### src/rtl/ultrasound_scan_scheduler.sv
// Scans NUM_CHANNELS transducers once per run (settle, trigger, time echo) and keeps the nearest valid distance.
// Per channel SETTLE+TRIGGER+echo wait+width+1 cycles; run is only sampled in IDLE, so requests while busy are dropped.
module ultrasound_scan_scheduler #(
  parameter int NUM_CHANNELS    = 12,
  parameter int SETTLE_CYCLES   = 27000,
  parameter int TRIGGER_CYCLES  = 270,
  parameter int TIMEOUT_CYCLES  = 1000000,
  parameter int CYCLES_PER_UNIT = 1566
) (
  input  logic       clock,
  input  logic       reset,
  input  logic       run,
  input  logic       echo,
  output logic       trigger,
  output logic [3:0] channel,
  output logic       busy,
  output logic       done,
  output logic       found,
  output logic [7:0] nearest_distance,
  output logic [3:0] nearest_channel,
  output logic [2:0] state
);

  localparam int CW = $clog2(((SETTLE_CYCLES > TRIGGER_CYCLES) ? SETTLE_CYCLES : TRIGGER_CYCLES) + 1);
  localparam int TW = $clog2(TIMEOUT_CYCLES + 1);
  localparam int PW = $clog2(CYCLES_PER_UNIT + 1);

  localparam logic [CW-1:0] SETTLE_LAST = CW'(SETTLE_CYCLES - 1);
  localparam logic [CW-1:0] TRIG_LAST   = CW'(TRIGGER_CYCLES - 1);
  localparam logic [TW-1:0] TMO_LAST    = TW'(TIMEOUT_CYCLES - 1);
  localparam logic [PW-1:0] PRESC_LAST  = PW'(CYCLES_PER_UNIT - 1);
  localparam logic [3:0]    LAST_CH     = 4'(NUM_CHANNELS - 1);
  // The rise is detected on the first synced-high cycle, so that cycle is already counted.
  localparam logic [PW-1:0] PRESC_INIT  = (CYCLES_PER_UNIT == 1) ? PW'(0) : PW'(1);
  localparam logic [7:0]    DIST_INIT   = (CYCLES_PER_UNIT == 1) ? 8'd1 : 8'd0;

  typedef enum logic [2:0] {
    S_IDLE      = 3'd0,
    S_SETTLE    = 3'd1,
    S_TRIGGER   = 3'd2,
    S_WAIT_RISE = 3'd3,
    S_MEASURE   = 3'd4,
    S_RECORD    = 3'd5,
    S_DONE      = 3'd6
  } state_t;

  state_t        r_state;
  logic          r_echo_s1;
  logic          r_echo_s2;
  logic          r_echo_d;
  logic [CW-1:0] r_cnt;
  logic [TW-1:0] r_tmo;
  logic [PW-1:0] r_presc;
  logic [7:0]    r_dist;
  logic          r_valid;
  logic          r_trigger;
  logic [3:0]    r_channel;
  logic          r_busy;
  logic          r_done;
  logic          r_found;
  logic [7:0]    r_near_dist;
  logic [3:0]    r_near_ch;

  logic w_rise;
  logic w_fall;
  logic w_tmo;
  logic w_better;

  assign w_rise   = r_echo_s2 & ~r_echo_d;
  assign w_fall   = ~r_echo_s2 & r_echo_d;
  assign w_tmo    = (r_tmo >= TMO_LAST);
  // A saturated reading only counts when nothing else has been found yet.
  assign w_better = r_valid & ((r_dist < r_near_dist) |
                    (~r_found & (r_near_dist == 8'hFF) & (r_dist == 8'hFF)));

  assign trigger          = r_trigger;
  assign channel          = r_channel;
  assign busy             = r_busy;
  assign done             = r_done;
  assign found            = r_found;
  assign nearest_distance = r_near_dist;
  assign nearest_channel  = r_near_ch;
  assign state            = r_state;

  always_ff @(posedge clock or posedge reset) begin
    if (reset) begin
      r_state     <= S_IDLE;
      r_echo_s1   <= 1'b0;
      r_echo_s2   <= 1'b0;
      r_echo_d    <= 1'b0;
      r_cnt       <= '0;
      r_tmo       <= '0;
      r_presc     <= '0;
      r_dist      <= 8'd0;
      r_valid     <= 1'b0;
      r_trigger   <= 1'b0;
      r_channel   <= 4'd0;
      r_busy      <= 1'b0;
      r_done      <= 1'b0;
      r_found     <= 1'b0;
      r_near_dist <= 8'hFF;
      r_near_ch   <= 4'd0;
    end else begin
      r_echo_s1 <= echo;
      r_echo_s2 <= r_echo_s1;
      r_echo_d  <= r_echo_s2;
      case (r_state)
        S_IDLE: begin
          if (run) begin
            r_found     <= 1'b0;
            r_near_dist <= 8'hFF;
            r_near_ch   <= 4'd0;
            r_channel   <= 4'd0;
            r_cnt       <= '0;
            r_busy      <= 1'b1;
            r_state     <= S_SETTLE;
          end
        end
        S_SETTLE: begin
          if (r_cnt == SETTLE_LAST) begin
            r_cnt     <= '0;
            r_trigger <= 1'b1;
            r_state   <= S_TRIGGER;
          end else begin
            r_cnt <= r_cnt + 1'b1;
          end
        end
        S_TRIGGER: begin
          if (r_cnt == TRIG_LAST) begin
            r_cnt     <= '0;
            r_trigger <= 1'b0;
            r_tmo     <= '0;
            r_state   <= S_WAIT_RISE;
          end else begin
            r_cnt <= r_cnt + 1'b1;
          end
        end
        S_WAIT_RISE: begin
          r_tmo <= r_tmo + 1'b1;
          if (w_rise) begin
            r_presc <= PRESC_INIT;
            r_dist  <= DIST_INIT;
            r_state <= S_MEASURE;
          end else if (w_tmo) begin
            r_valid <= 1'b0;
            r_state <= S_RECORD;
          end
        end
        S_MEASURE: begin
          r_tmo <= r_tmo + 1'b1;
          if (w_fall) begin
            r_valid <= 1'b1;
            r_state <= S_RECORD;
          end else if (w_tmo) begin
            r_valid <= 1'b0;
            r_state <= S_RECORD;
          end else if (r_echo_s2) begin
            if (r_presc == PRESC_LAST) begin
              r_presc <= '0;
              if (r_dist != 8'hFF) r_dist <= r_dist + 8'd1;
            end else begin
              r_presc <= r_presc + 1'b1;
            end
          end
        end
        S_RECORD: begin
          if (w_better) begin
            r_near_dist <= r_dist;
            r_near_ch   <= r_channel;
            r_found     <= 1'b1;
          end
          if (r_channel == LAST_CH) begin
            r_done  <= 1'b1;
            r_state <= S_DONE;
          end else begin
            r_channel <= r_channel + 4'd1;
            r_cnt     <= '0;
            r_state   <= S_SETTLE;
          end
        end
        S_DONE: begin
          r_done  <= 1'b0;
          r_busy  <= 1'b0;
          r_state <= S_IDLE;
        end
        default: begin
          r_trigger <= 1'b0;
          r_done    <= 1'b0;
          r_busy    <= 1'b0;
          r_state   <= S_IDLE;
        end
      endcase
    end
  end

endmodule
### config.mk
export PLATFORM = sky130hd
export DESIGN_NAME = ultrasound_scan_scheduler
export DESIGN_NICKNAME = d
export VERILOG_FILES = /design/src/rtl/ultrasound_scan_scheduler.sv
export SDC_FILE = /design/constraint.sdc
export NUM_CORES = 1
export LEC_CHECK = 0
export ABC_CLOCK_PERIOD_IN_PS = 2900
export BUFFER_PORTS_ARGS = -buffer_cell sky130_fd_sc_hd__buf_4
export CAP_MARGIN = 15
export CORE_MARGIN = 8
export CORE_UTILIZATION = 61
export DETAILED_ROUTE_END_ITERATION = 6
export PLACE_DENSITY = 0.8
export SLEW_MARGIN = 20
export SYNTH_ARGS = -nofsm -noshare
export SYNTH_HDL_FRONTEND = slang
export SYNTH_SLANG_ARGS = --single-unit
### constraint.sdc
create_clock -name clock -period 2.9 [get_ports clock]
set_input_delay 0.58 -clock clock [delete_from_list [all_inputs] [get_ports clock]]
set_output_delay 0.58 -clock clock [all_outputs]
set_load 0.05 [all_outputs]
==> out/results.txt <==
The number of distinct standard cells referenced by the synthesized netlist was 67; the worst setup margin was 0.3505 ns. The clock network is responsible for 25.2% of the overall power. The final count of hold timing violations was 0.

The die covers 10580 um2. The final setup skew was 0.01178 ns; the post-synthesis net count was 519. The initial utilization of the core area, before any placement, comes to 63.13%. Summed over all failing endpoints, the final setup total negative slack is 0 ns. In this design, the stage delay of the slowest critical-path cell is 0.75 ns. The internal portion of the total power is 2.067 mW. The flow ran to the end, and the final reports show no timing, DRC or antenna violations.

The tools report the gate count after technology mapping as 501. sky130_fd_sc_hd__dfrtp_1 takes more of the synthesized area than any other cell. Along the worst path, the maximum fanout reaches 20. The net count of the finished layout is 547. The power share of the sequential group is 40.9%, and the number of routed nets with antenna violations is 0. For the remaining global-route overflow, the log shows 0. The tools report the power dissipated by switching net loads as 1.382 mW.

In the routed design, unresolved DRC markers number 0. The vias per cell is 6.009, and the maximum vdd ir drop is 0.5017 mV. The fraction of the yosys area taken by sequential cells came out at 44.25%.

At the later pin of the worst-skew pair, clock insertion delay measures 0.36 ns. After legalization and detailed placement, the total HPWL measured 7083 um. The portion of synthesized cell area occupied by the leading cell type was 39.68%. Yosys attributes the largest share of cell area to sky130_fd_sc_hd__dfrtp_1, sky130_fd_sc_hd__dfstp_2, sky130_fd_sc_hd__nand2_1. The design draws 3.449 mW. Number of setup violations in the final report: 0. Among all stages on the critical path, the largest delay is contributed by sky130_fd_sc_hd__dfrtp_1. Clock-pin slew was measured on the worst setup and hold paths at 0.09 ns.

The share of the cycle needed by the critical path after routing is 87.91%. STA classifies the critical path startpoint as a flip-flop. The number of buffers and inverters on the critical path is 0. In this run the core area contains 31 standard-cell rows. The number of global-route vias before repair was 3605; the worst setup timing slack at the placement stage was 0.4254 ns.

The critical path in this run is classified as reg -> reg. The worst-case clock buffer depth was 2; the combined global-route utilization of all metal layers was 19.66%. The tools report the root buffer cell as sky130_fd_sc_hd__clkbuf_8.

STA classifies the critical path endpoint as a flip-flop. The run gives 61 as the maximum number of pins on one net before global-route repair. Once the clock tree was built, the resizer swapped 0 gates to a different size.

The share of total power dissipated in combinational logic is 33.9%. The max-capacitance violation count is 0. Headroom to the max-slew limit came out at 58.30%. The netlist area before placement was 4603 um2; the area of all sequential standard cells was 2037 um2. During synthesis, Yosys emitted a total of 0 warnings.

After detailed routing, the total wire length is 9831 um. Summed over all cells, the static leakage comes to 2.323 nW. For the top achievable clock speed, the log shows 392.2 MHz. The count of flip-flops with a built-in enable after synthesis works out to 0. In the final routed layout, each cell accounts on average for 15.53 um.

The count of final max-slew check failures was 0; the slew at the pin closest to its max-slew limit was 0.6213 ns. The core region is 7292 um2. Counting flops and latches in the post-synthesis netlist gives 81.

The number of hold buffers added after CTS was 0; the minimum clock period after layout was 2.550 ns. The number of antenna diodes in the final layout is 0. Die outline height: 102.9 um. For the initial antenna violation count, the log shows 0. Broken down by cell family, the worst path's largest delay share belongs to simple AND/OR/NAND/NOR gates. From left edge to right edge, the die measures 102.9 um. At the worst endpoint, the required time is 3.20 ns.

The first TritonRoute pass finished after 4 iterations. Data on the critical path arrives at its endpoint at 2.85 ns. Walking the worst path, the cells encountered are nor3b_2, nand2b_1, or3_1, or3b_1, nand2_1. The number of vias in the routed layout is 3804, and the routability congestion estimate is 0.8715. For the area of the multi-input gates, the log shows 2390 um2. The tightest min-delay check is of the in -> async type. The filler cells instantiated in the layout total 592.

The clock tree synthesis step divided the H-tree into 3 levels. The synthesized area divided by synthesized cell count was 9.188 um2; the power per standard cell area was 674.1 nW/um2. The clock net in this run drives a total of 81 sinks. TritonCTS built the clock tree. Starting DRC count in detailed routing: 172.

Of all flip-flops after synthesis, the portion carrying an async set or reset was 100.0%. Setup repair after global routing left no endpoint under its margin. The area growth from synthesis to layout is 11.14%.

The switching power share of the total was 40.08%; the fraction of layout instances using a drive strength above 1 was 14.79%. The flip-flop cell with the highest count after synthesis is sky130_fd_sc_hd__dfrtp_1. The top-level I/O count is 27. Global-route wire length before repair: 16540 um. The logs give 9 for the number of buffers created by CTS and 0 for the post-CTS setup repair buffer count. During placement, the flow inserted port buffers numbering 26.
==> layout make-up <==
cell class              count  share of cell area (%)
well taps                  99                   2.421
clock buffers               9                   2.421
flip-flops and latches     81                   39.81
clock inverters             7                   1.639
inverters                  23                   1.761
repair buffers             34                   5.234
multi-input cells         380                   46.71
==> routing by layer <==
layer	vias up	global-route usage [%]	part of all wire, %
met5	-	0	0
met4	0	8.788	2.4
met3	19	2.903	4.1
met2	81	31.92	48
met1	1842	25.51	46
li1	1862	-	-
==> metrics by stage <==
| stage | hold WS [ns] | util [%] | instance area, um2 | instances |
|---|---|---|---|---|
| 6_report | 0.1867 | 70.16 | 5116 | 633 |
| 5_1_grt | 0.2154 | 70.16 | 5116 | 633 |
| 4_1_cts | 0.1922 | 70.16 | 5116 | 633 |
| 3_5_place_dp | 0.3419 | 67.31 | 4908 | 617 |
| 3_3_place_gp | 0.3354 | 67.31 | 4908 | 617 |
| 2_1_floorplan | 0.3312 | - | 4603 | 501 |
==> final timing paths <==
path                            startpoint                  end  slack (ns)  cells past startpoint
max in group asynchronous            reset  nearest_distance[0]        2.03                      3
min in group clock                    echo            r_echo_s1        0.32                      1
worst min-delay path                 reset            r_echo_s2        0.19                      2
worst max-delay path              state[2]           r_presc[7]        0.35                      5
worst max register to register    state[2]           r_presc[7]        0.35                      5
worst min register to register   r_echo_s1            r_echo_s2        0.36                      0
==> cells by family after synthesis <==
kind of cell | after synthesis | synth area share, %
xor gates and xnor gates | 20 | 3.805
and+or+nand+nor | 227 | 26.56
AOI/OAI and AO/OA | 103 | 14.03
DFF | 81 | 44.25
adders and majority gates | 14 | 3.805
buffers and inverters | 40 | 3.832
muxes | 16 | 3.724
==> worst reg2reg max path: stages (launching register included) <==
cell and delay (ns):
sky130_fd_sc_hd__dfrtp_1 0.75, sky130_fd_sc_hd__nor3b_2 0.50, sky130_fd_sc_hd__nand2b_1 0.31, sky130_fd_sc_hd__or3_1 0.50, sky130_fd_sc_hd__or3b_1 0.38, sky130_fd_sc_hd__nand2_1 0.07
==> cells in the mapped netlist, types with 3 or more instances <==
master,instances
sky130_fd_sc_hd__mux2_2,5
sky130_fd_sc_hd__and2_1,8
sky130_fd_sc_hd__o22ai_1,8
sky130_fd_sc_hd__nor2_1,51
sky130_fd_sc_hd__nand4_1,19
sky130_fd_sc_hd__buf_4,3
sky130_fd_sc_hd__or4_1,4
sky130_fd_sc_hd__clkbuf_1,9
sky130_fd_sc_hd__xor2_1,14
sky130_fd_sc_hd__nand2_1,53
sky130_fd_sc_hd__a31oi_1,6
sky130_fd_sc_hd__or3_1,7
sky130_fd_sc_hd__xnor2_1,6
sky130_fd_sc_hd__inv_1,20
sky130_fd_sc_hd__ha_1,14
sky130_fd_sc_hd__and3_1,10
sky130_fd_sc_hd__buf_2,4
sky130_fd_sc_hd__o31ai_1,5
sky130_fd_sc_hd__o21ai_1,5
sky130_fd_sc_hd__mux2_1,4
sky130_fd_sc_hd__dfstp_2,8
sky130_fd_sc_hd__o21ai_0,34
sky130_fd_sc_hd__dfrtp_1,73
sky130_fd_sc_hd__nor3_1,9
sky130_fd_sc_hd__mux2i_1,7
sky130_fd_sc_hd__nand2b_1,13
sky130_fd_sc_hd__a21o_1,4
sky130_fd_sc_hd__a21oi_1,21
sky130_fd_sc_hd__nand3_1,23
sky130_fd_sc_hd__and4_1,7
sky130_fd_sc_hd__nor4b_1,3
==> sequential cells by signal (all words and copies together) (netlist names) <==
name and cells:
found 1, state 3, trigger 1, busy 1
r_echo_s2 1, r_presc 11, channel 4, r_echo_s1 1
done 1, r_echo_d 1, nearest_distance 8, r_valid 1
r_tmo 20, nearest_channel 4, r_cnt 15, r_dist 8
==> power by group through the flow <==
| stage | Combinational [mW] | Sequential (mW) | Clock (mW) |
|---|---|---|---|
| global route | 1.28 | 1.43 | 0.938 |
| floorplan | 0.737 | 1.56 | 0 |
| CTS | 1.17 | 1.41 | 0.887 |
| finish | 1.17 | 1.41 | 0.870 |
| detailed placement | 1.16 | 1.43 | 0 |
| global placement | 1.14 | 1.42 | 0 |
==> layout by cell type, fill, tap and decap left out, types with 3 or more instances in the layout <==
master / count
sky130_fd_sc_hd__mux2_2: 5
sky130_fd_sc_hd__dfstp_2: 8
sky130_fd_sc_hd__dfrtp_1: 73
sky130_fd_sc_hd__clkbuf_8: 9
sky130_fd_sc_hd__nand2_1: 53
sky130_fd_sc_hd__mux2_1: 4
sky130_fd_sc_hd__ha_1: 14
sky130_fd_sc_hd__inv_6: 3
sky130_fd_sc_hd__mux2i_1: 7
sky130_fd_sc_hd__and2_1: 8
sky130_fd_sc_hd__o21ai_1: 5
sky130_fd_sc_hd__and4_1: 7
sky130_fd_sc_hd__nand4_1: 19
sky130_fd_sc_hd__nor3_1: 9
sky130_fd_sc_hd__nor4b_1: 3
sky130_fd_sc_hd__buf_4: 33
sky130_fd_sc_hd__clkinv_2: 3
sky130_fd_sc_hd__xnor2_1: 6
sky130_fd_sc_hd__xor2_1: 14
sky130_fd_sc_hd__a21oi_1: 21
sky130_fd_sc_hd__nor2_1: 51
sky130_fd_sc_hd__nand3_1: 23
sky130_fd_sc_hd__a31oi_1: 6
sky130_fd_sc_hd__and3_1: 10
sky130_fd_sc_hd__or3_1: 7
sky130_fd_sc_hd__a21o_1: 4
sky130_fd_sc_hd__o22ai_1: 8
sky130_fd_sc_hd__nand2b_1: 13
sky130_fd_sc_hd__or4_1: 4
sky130_fd_sc_hd__inv_1: 19
sky130_fd_sc_hd__o21ai_0: 34
sky130_fd_sc_hd__o31ai_1: 5
(Power assumes the default switching activity.)
